==> src/rtl/serial_adder_if.sv <==
// Handshake and operand/result bundle for serial_adder.
// With SERIAL_ADDER_SUB_EN defined the bundle also carries the sub mode select.
interface serial_adder_if #(
   parameter int WIDTH = 8
);
   logic             start;
   logic [WIDTH-1:0] a;
   logic [WIDTH-1:0] b;
   logic             busy;
   logic             done;
   logic [WIDTH-1:0] sum;
   logic             c_out;
`ifdef SERIAL_ADDER_SUB_EN
   logic             sub;

   modport master (output start, a, b, sub, input busy, done, sum, c_out);
   modport slave  (input start, a, b, sub, output busy, done, sum, c_out);
`else
   modport master (output start, a, b, input busy, done, sum, c_out);
   modport slave  (input start, a, b, output busy, done, sum, c_out);
`endif
endinterface

==> src/rtl/serial_adder.sv <==
// Bit-serial WIDTH-bit adder: one full-add cell plus a carry flop, LSB first, under an IDLE/RUN/DONE FSM.
// Optional macro SERIAL_ADDER_SUB_EN adds a sub input selecting a-b (c_out then means "no borrow").
module serial_adder #(
   parameter int WIDTH = 8
) (
   input logic           clk,
   input logic           rst,
   serial_adder_if.slave bus
);

   localparam int CNT_W = $clog2(WIDTH);

   localparam logic [1:0] ST_IDLE = 2'd0;
   localparam logic [1:0] ST_RUN  = 2'd1;
   localparam logic [1:0] ST_DONE = 2'd2;

   function automatic logic fa_sum(input logic x, input logic y, input logic ci);
      return x ^ y ^ ci;
   endfunction

   function automatic logic fa_carry(input logic x, input logic y, input logic ci);
      return (x & y) | (x & ci) | (y & ci);
   endfunction

   logic [1:0]       state_q,  state_d;
   logic [WIDTH-1:0] a_sh_q,   a_sh_d;
   logic [WIDTH-1:0] b_sh_q,   b_sh_d;
   logic [WIDTH-1:0] sum_sh_q, sum_sh_d;
   logic             carry_q,  carry_d;
   logic [CNT_W-1:0] cnt_q,    cnt_d;
   logic [WIDTH-1:0] sum_q,    sum_d;
   logic             c_out_q,  c_out_d;
   logic             busy_q,   busy_d;
   logic             done_q,   done_d;

   logic             bit_s;
   logic             carry_nx_s;
   logic [WIDTH-1:0] sum_nx_s;
   logic             last_s;

   // Full-add cell and the sum shift register's next value (new bit enters at the MSB).
   always_comb begin
      bit_s      = fa_sum(a_sh_q[0], b_sh_q[0], carry_q);
      carry_nx_s = fa_carry(a_sh_q[0], b_sh_q[0], carry_q);
      sum_nx_s   = (sum_sh_q >> 1) | (WIDTH'(bit_s) << (WIDTH - 1));
      last_s     = (cnt_q == CNT_W'(WIDTH - 1));
   end

   // Next-state and datapath control.
   always_comb begin
      state_d  = state_q;
      a_sh_d   = a_sh_q;
      b_sh_d   = b_sh_q;
      sum_sh_d = sum_sh_q;
      carry_d  = carry_q;
      cnt_d    = cnt_q;
      sum_d    = sum_q;
      c_out_d  = c_out_q;
      busy_d   = 1'b0;
      done_d   = 1'b0;
      case (state_q)
         ST_IDLE: begin
            if (bus.start) begin
               a_sh_d   = bus.a;
`ifdef SERIAL_ADDER_SUB_EN
               // Subtraction is a + ~b + 1, so the inverted operand and the +1 enter here.
               b_sh_d   = bus.sub ? ~bus.b : bus.b;
               carry_d  = bus.sub;
`else
               b_sh_d   = bus.b;
               carry_d  = 1'b0;
`endif
               sum_sh_d = {WIDTH{1'b0}};
               cnt_d    = {CNT_W{1'b0}};
               busy_d   = 1'b1;
               state_d  = ST_RUN;
            end else begin
               state_d  = ST_IDLE;
            end
         end
         ST_RUN: begin
            a_sh_d   = a_sh_q >> 1;
            b_sh_d   = b_sh_q >> 1;
            sum_sh_d = sum_nx_s;
            carry_d  = carry_nx_s;
            cnt_d    = cnt_q + CNT_W'(1);
            if (last_s) begin
               sum_d   = sum_nx_s;
               c_out_d = carry_nx_s;
               done_d  = 1'b1;
               state_d = ST_DONE;
            end else begin
               busy_d  = 1'b1;
            end
         end
         ST_DONE: begin
            state_d = ST_IDLE;
         end
         default: begin
            state_d = ST_IDLE;
         end
      endcase
   end

   // State and output registers; reset also aborts any operation in flight.
   always_ff @(posedge clk) begin
      if (rst) begin
         state_q  <= ST_IDLE;
         a_sh_q   <= {WIDTH{1'b0}};
         b_sh_q   <= {WIDTH{1'b0}};
         sum_sh_q <= {WIDTH{1'b0}};
         carry_q  <= 1'b0;
         cnt_q    <= {CNT_W{1'b0}};
         sum_q    <= {WIDTH{1'b0}};
         c_out_q  <= 1'b0;
         busy_q   <= 1'b0;
         done_q   <= 1'b0;
      end else begin
         state_q  <= state_d;
         a_sh_q   <= a_sh_d;
         b_sh_q   <= b_sh_d;
         sum_sh_q <= sum_sh_d;
         carry_q  <= carry_d;
         cnt_q    <= cnt_d;
         sum_q    <= sum_d;
         c_out_q  <= c_out_d;
         busy_q   <= busy_d;
         done_q   <= done_d;
      end
   end

   assign bus.busy  = busy_q;
   assign bus.done  = done_q;
   assign bus.sum   = sum_q;
   assign bus.c_out = c_out_q;

endmodule

==> src/flat_wrapper.sv <==
// flat-port wrapper written by rule: the top's interface ports become plain ports
module serial_adder_flat 
#(
   parameter int WIDTH = 8
)
  (clk, rst, bus_start, bus_a, bus_b, bus_busy, bus_done, bus_sum, bus_c_out);
  serial_adder_if #(.WIDTH(WIDTH)) bus_i ();
  input logic clk;
  input logic rst;
  input wire logic [$bits(bus_i.start)-1:0] bus_start;
  input wire logic [$bits(bus_i.a)-1:0] bus_a;
  input wire logic [$bits(bus_i.b)-1:0] bus_b;
  output wire logic [$bits(bus_i.busy)-1:0] bus_busy;
  output wire logic [$bits(bus_i.done)-1:0] bus_done;
  output wire logic [$bits(bus_i.sum)-1:0] bus_sum;
  output wire logic [$bits(bus_i.c_out)-1:0] bus_c_out;
  assign bus_i.start = bus_start;
  assign bus_i.a = bus_a;
  assign bus_i.b = bus_b;
  assign bus_busy = bus_i.busy;
  assign bus_done = bus_i.done;
  assign bus_sum = bus_i.sum;
  assign bus_c_out = bus_i.c_out;
  serial_adder #(.WIDTH(WIDTH)) u_core (.clk(clk), .rst(rst), .bus(bus_i));
endmodule
==> config.mk <==
export PLATFORM = sky130hd
export DESIGN_NAME = serial_adder_flat
export DESIGN_NICKNAME = d
export VERILOG_FILES = /design/src/rtl/serial_adder_if.sv /design/src/rtl/serial_adder.sv /design/src/flat_wrapper.sv
export SDC_FILE = /design/constraint.sdc
export NUM_CORES = 1
export LEC_CHECK = 0
export ABC_CLOCK_PERIOD_IN_PS = 3400
export BUFFER_PORTS_ARGS = -buffer_cell sky130_fd_sc_hd__buf_4
export CAP_MARGIN = 20
export CORE_UTILIZATION = 58
export DETAILED_ROUTE_END_ITERATION = 8
export PLACE_DENSITY = 0.91
export SYNTH_ARGS = -nofsm -noshare
export SYNTH_HDL_FRONTEND = slang
export SYNTH_SLANG_ARGS = --single-unit
==> constraint.sdc <==
create_clock -name clk -period 3.4 [get_ports clk]
set_clock_uncertainty 0.1 [all_clocks]
set_input_delay 0.17 -clock clk [delete_from_list [all_inputs] [get_ports clk]]
set_output_delay 0.17 -clock clk [all_outputs]
set_load 0.03 [all_outputs]
; Word-level counts from Yosys, hierarchy flattened
; Index checks and enable logic that the tools add are counted.
[op_classes]
add_sub_neg = 1
eq_ne = 4
muxes = 17
bitwise_logic = 9
reduce_logical = 5
[ops]
columns = cell, count
row1 = 8-bit one-hot mux with 2 select lines, 3
row2 = 8-bit two-way mux, 3
row3 = 7-bit by 8-bit bitwise OR with 8-bit output, 1
row4 = 3-bit one-hot mux with 2 select lines, 1
row5 = 1-bit two-way mux, 5
row6 = 1-bit one-hot mux with 2 select lines, 2
row7 = 2-bit one-hot mux with 2 select lines, 1
row8 = 2-bit AND reduction, 2
row9 = 3-bit by 1-bit adder with 3-bit output (second input constant), 1
row10 = 1-bit AND, 3
row11 = 3-bit equality test (second input constant), 1
row12 = 3-bit two-way mux, 1
row13 = 2-bit by 1-bit equality test with 1-bit output (second input constant), 1
row14 = 2-bit logical NOT, 1
row15 = 2-bit two-way mux, 1
row16 = 2-bit by 1-bit inequality test with 1-bit output (second input constant), 1
row17 = 2-bit inequality test (second input constant), 1
row18 = 1-bit bitwise OR, 2
row19 = 2-bit nonzero test, 1
row20 = 2-bit OR reduction, 1
row21 = 1-bit bitwise XOR, 2
row22 = 1-bit inverter, 1
[totals]
register_bits = 41
in_bits = 19
out_inout_bits = 11
elab_cells = 46

; Logic depth before layout (Yosys ltp)
[depth]
depth_word = 4
ltp_mapped = 6
mapped_depth_nobuf = 5

; Least setup slack after synthesis
; OpenSTA, ideal clock, no wires.
[synth_path]
path_type = register to register
from = reg u_core.cnt_q[0]
to = reg u_core.busy_q (netlist: u_core.bus.busy)
setup_ns = 0.114
arrival_ns = 1.218
required_time_ns = 3.186
setup_slack_ns = 1.968
stages_incl_launch_ff = 5
path_buffers = 1
synth_period_minus_slack_ns = 1.432
path_cell_list = dfxtp_1 -> ha_1 -> ha_1 -> clkbuf_1 -> a2111oi_0
[synth_via]
elab_chain_cells = 3
[synth_lines]
columns = element, line
row1 = start: declaration, serial_adder.sv:30  ; logic [CNT_W-1:0] cnt_q, cnt_d;
row2 = start signal: assignment, serial_adder.sv:113  ; cnt_q <= {CNT_W{1'b0}};
row3 = start signal: assignment, serial_adder.sv:124  ; cnt_q <= cnt_d;
row4 = 3-bit equality test, serial_adder.sv:46  ; last_s = (cnt_q == CNT_W'(WIDTH - 1));
row5 = named net u_core.last_s, serial_adder.sv:39  ; logic last_s;
row6 = 1-bit two-way mux, serial_adder.sv:87  ; if (last_s) begin
row7 = 1-bit one-hot mux with 2 select lines, serial_adder.sv:61  ; case (state_q)
row8 = end signal: assignment, serial_adder.sv:127  ; busy_q <= busy_d;
row9 = end: declaration, serial_adder.sv:33  ; logic busy_q, busy_d;
; The timed path passes the listed nets, and every way through them passes these cells.
; A chain may end at the register's enable or synchronous reset.

; Worst setup path after layout
[layout_path]
from = reg u_core.state_q[1]
to = reg u_core.b_sh_q[0]
[layout_via]
elab_chain_cells = 3
elab_cells_between_ends = 6
classes_between = eq/ne: 2 / mux: 1 / reduce/logical: 3
[layout_lines]
columns = element, line
row1 = start: declaration, serial_adder.sv:25  ; logic [1:0] state_q, state_d;
row2 = start signal: assignment, serial_adder.sv:119  ; state_q <= state_d;
row3 = 2-bit by 1-bit equality test with 1-bit output / 2-bit logical NOT (equally long branches), serial_adder.sv:61
row4 = 2-bit nonzero test (no source line) / 2-bit inequality test (equally long branches), n/a
row5 = 2-bit AND reduction (no source line), n/a
row6 = end signal: assignment, serial_adder.sv:110  ; b_sh_q <= {WIDTH{1'b0}};
row7 = end signal: assignment, serial_adder.sv:121  ; b_sh_q <= b_sh_d;
row8 = end: declaration, serial_adder.sv:27  ; logic [WIDTH-1:0] b_sh_q, b_sh_d;
; Parallel ways exist; a longest one is shown, timed or not.

==> out/metrics.cfg <==
[layout]
n_fill_cell = 181
syn_to_final_growth_pct = 19.05
finalInstanceArea_um2 = 1939
nets = 231
drive_gt1_share_pct = 22.38
diodes = 0
register_area_um2 = 800.8
multi_input_comb_area_um2 = 742.0

[setup_path]
cp.required_ns = 3.57
cp-start-kind = flop
arrival_ns = 2.10
reg2reg_from = u_core.state_q[1]$_SDFFE_PP0P_
crit_family = simple AND/OR/NAND/NOR gates
crit_path_cell_trace = nor2b_1, nand2_1, a311oi_2
endpoint_kind = flop
rr_worst_depth = 3
cp_max_fo = 16
cpPeakStageDelay_ns = 0.83
path_buf_inv = 0
reg2reg_to = u_core.b_sh_q[0]$_SDFFE_PP0P_
rrSetupSlack_ns = 1.47
critPathKind = reg -> reg
worst_path_max_delay_cell = nor2b_1

[timing]
whs_ns = 0.007402
hold_violations = 0
slew_violations = 0
relSlewSlack_pct = 30.61
max_clock_freq_mhz = 518.4
grt_setup_unrepaired = no
worst_pin_slew_ns = 1.039
fin_ws_ns = 1.471
setup_tns_ns = 0
period_share_pct = 56.73
finalSetupViolCount = 0
layout_min_cycle_time_ns = 1.929

[placed_design]
port_buffers = 29
place_area_um2 = 1805
place_congestion = 0.7922
dp_slack_ns = 1.398
dpl.hpwl_mm = 2.329

[clock_network]
insertion_delay_ns = 0.35
cts_root_buffer = clkbuf_4
cts_tree = built
cts_sinks = 40
ctsResizeCount = 0
postCtsSetupBuffers = 0
cts_max_level = 2
clk_pin_slew_worst_paths_ns = 0.11
cts_made_buffers = 5
cts.path.max_buffers = 2

[hold_path]
hp-class = in -> reg
whs_path_depth = 3
holdPathEnd = u_core.a_sh_q[6]$_SDFFE_PP0P_
hp-start = bus_a[6]

[route]
first_iter_violations = 37
num_vias = 1362
drc = 0
final_antenna_net_count = 0
wl_per_cell_um = 14.13
wl_mm = 3.391
first_pass_iters = 4
vias_per_cell = 5.675

[pwr]
peakVddDrop_mv = 0.3913
power_uw = 851.4
power.density_nw_per_um2 = 439.0
power_leakage_uw = 0.0007596

[floorplanning]
io_pins = 30
die_w_um = 55.00
dieHeight_um = 55.00
start_util_pct = 63.45
die_area_um2 = 3024
core_um2 = 2567
num_rows = 18

[synth]
synth_compound_area_share_pct = 21.51
ys_types = 21
syn_inst = 180
ys_warn_count = 0
synthSimpleGateAreaFrac_pct = 20.66
synth-xor-area-share_pct = 0
yosys.area_share.adder_pct = 2.765
muxShareOfSynthArea_pct = 0.6144
synth_seq_cells = 40
synth_area_per_cell_um2 = 9.050
synth_top_family_by_area = compound AO/OA/AOI/OAI gates
yosysSeqAreaShare_pct = 49.16
syn_area_um2 = 1629
synth_nets = 202

[global_routing]
overflow = 0
grt_max_degree = 41
track_usage_pct = 25.00
grt_pass1_wl_mm = 5.140
antenna_found_initial = 0
grt_pass1_vias = 1194

[outcome]
status = finished, final reports clean

[flow_run]
drv_cap = 0

-- tightest hold or removal path, delay by kind of cell --
kind | cells | cell delay (ns)
compound gates | 1 | 0.09
buf+inv | 1 | 0.11
simple gates | 1 | 0.06
-- cells in the final DEF, fill, tap and decap left out --
| master | count |
|---|---|
| clkbuf_4 | 5 |
| clkbuf_1 | 2 |
| nand2_1 | 37 |
| buf_4 | 30 |
| nor2_1 | 28 |
| a21oi_1 | 11 |
| nor2b_1 | 2 |
| mux2i_1 | 1 |
| clkbuf_8 | 1 |
| a22oi_1 | 10 |
| ha_1 | 2 |
| a311oi_1 | 4 |
| fa_1 | 1 |
| dlygate4sd3_1 | 6 |
| o21bai_1 | 1 |
| a311oi_2 | 10 |
| a2111oi_0 | 2 |
| o21ai_0 | 2 |
| nand3_1 | 9 |
| dfxtp_1 | 40 |
| buf_8 | 1 |
| nand2b_1 | 2 |
| nand3b_1 | 3 |
-- repair_timing --
action                                  in CTS  in global routing
endpoints found under the hold margin        6                  0
hold buffers                                 6                  0
endpoints found under the setup margin       0                  0
-- cells in the mapped netlist --
cell type	number	area, um^2
a311oi_2	10	150.1
nor2_1	28	105.1
o21bai_1	1	7.510
ha_1	2	25.02
clkbuf_1	4	15.01
o21ai_0	2	10.01
buf_2	6	30.03
buf_4	4	30.03
dfxtp_1	40	800.8
a2111oi_0	2	17.52
nand2_1	37	138.9
a311oi_1	4	35.03
nand3b_1	3	22.52
nand2b_1	2	12.51
buf_6	1	11.26
nor2b_1	2	12.51
mux2i_1	1	10.01
a22oi_1	10	75.07
nand3_1	9	45.04
fa_1	1	20.02
a21oi_1	11	55.05
-- metal layers --
metal,GRT usage [%],up-vias,part of all wire [%]
met5,0,-,0
met4,13.75,0,1.8
met3,6.831,7,4.2
met2,41.97,35,53
met1,28.55,632,41
li1,-,688,-
-- report_power, final --
part | internal, uW | switching, uW
Sequential | 487 | 12.3
Clock | 102 | 150
Combinational | 45.7 | 53.9
-- kinds of logic (layout without fill, tap and decap cells) --
family                     after synthesis  after routing
AOI/OAI and AO/OA                       40             40
DFF                                     40             40
adders and majority gates                3              3
muxes                                    1              1
and+or+nand+nor                         81             81
buffers and inverters                   15             45
-- how the worst max path moves through the flow --
stage / cells after the start / endpoint / slack, ns / from
6_report: 3 / u_core.b_sh_q[0]$_SDFFE_PP0P_ / 1.47 / u_core.state_q[1]$_SDFFE_PP0P_
5_1_grt: 3 / u_core.b_sh_q[0]$_SDFFE_PP0P_ / 1.34 / u_core.state_q[1]$_SDFFE_PP0P_
4_1_cts: 3 / u_core.b_sh_q[0]$_SDFFE_PP0P_ / 1.37 / u_core.state_q[1]$_SDFFE_PP0P_
3_5_place_dp: 3 / u_core.b_sh_q[0]$_SDFFE_PP0P_ / 1.40 / u_core.state_q[1]$_SDFFE_PP0P_
3_3_place_gp: 3 / u_core.b_sh_q[2]$_SDFFE_PP0P_ / 1.57 / u_core.state_q[1]$_SDFFE_PP0P_
2_1_floorplan: 4 / u_core.bus.busy$_SDFF_PP0_ / 1.97 / u_core.cnt_q[0]$_SDFFE_PP0P_
-- per-stage QoR --
stage | cells | utilization (%)
global placement | 225 | 70.32
CTS | 239 | 74.95
global route | 240 | 75.54
floorplan | 180 | -
finish | 240 | 75.54
detailed placement | 225 | 70.32
-- area by class of cell --
class	instances	area share, %
sequential	40	41.29
multi-input combinational	125	38.26
timing repair buffer	37	15.48
clock buffer	8	3.032
tap	30	1.935
-- sequential cells by signal (all words and copies together) (netlist names) --
| register | cells |
|---|---|
| u_core.a_sh_q | 8 |
| u_core.b_sh_q | 8 |
| u_core.bus.sum | 8 |
| u_core.sum_sh_q | 7 |
| u_core.cnt_q | 3 |
| u_core.state_q | 2 |
| u_core.bus.busy | 1 |
| u_core.bus.c_out | 1 |
| u_core.bus.done | 1 |
| u_core.carry_q | 1 |
Note: power is estimated with default switching activity, not from simulation.
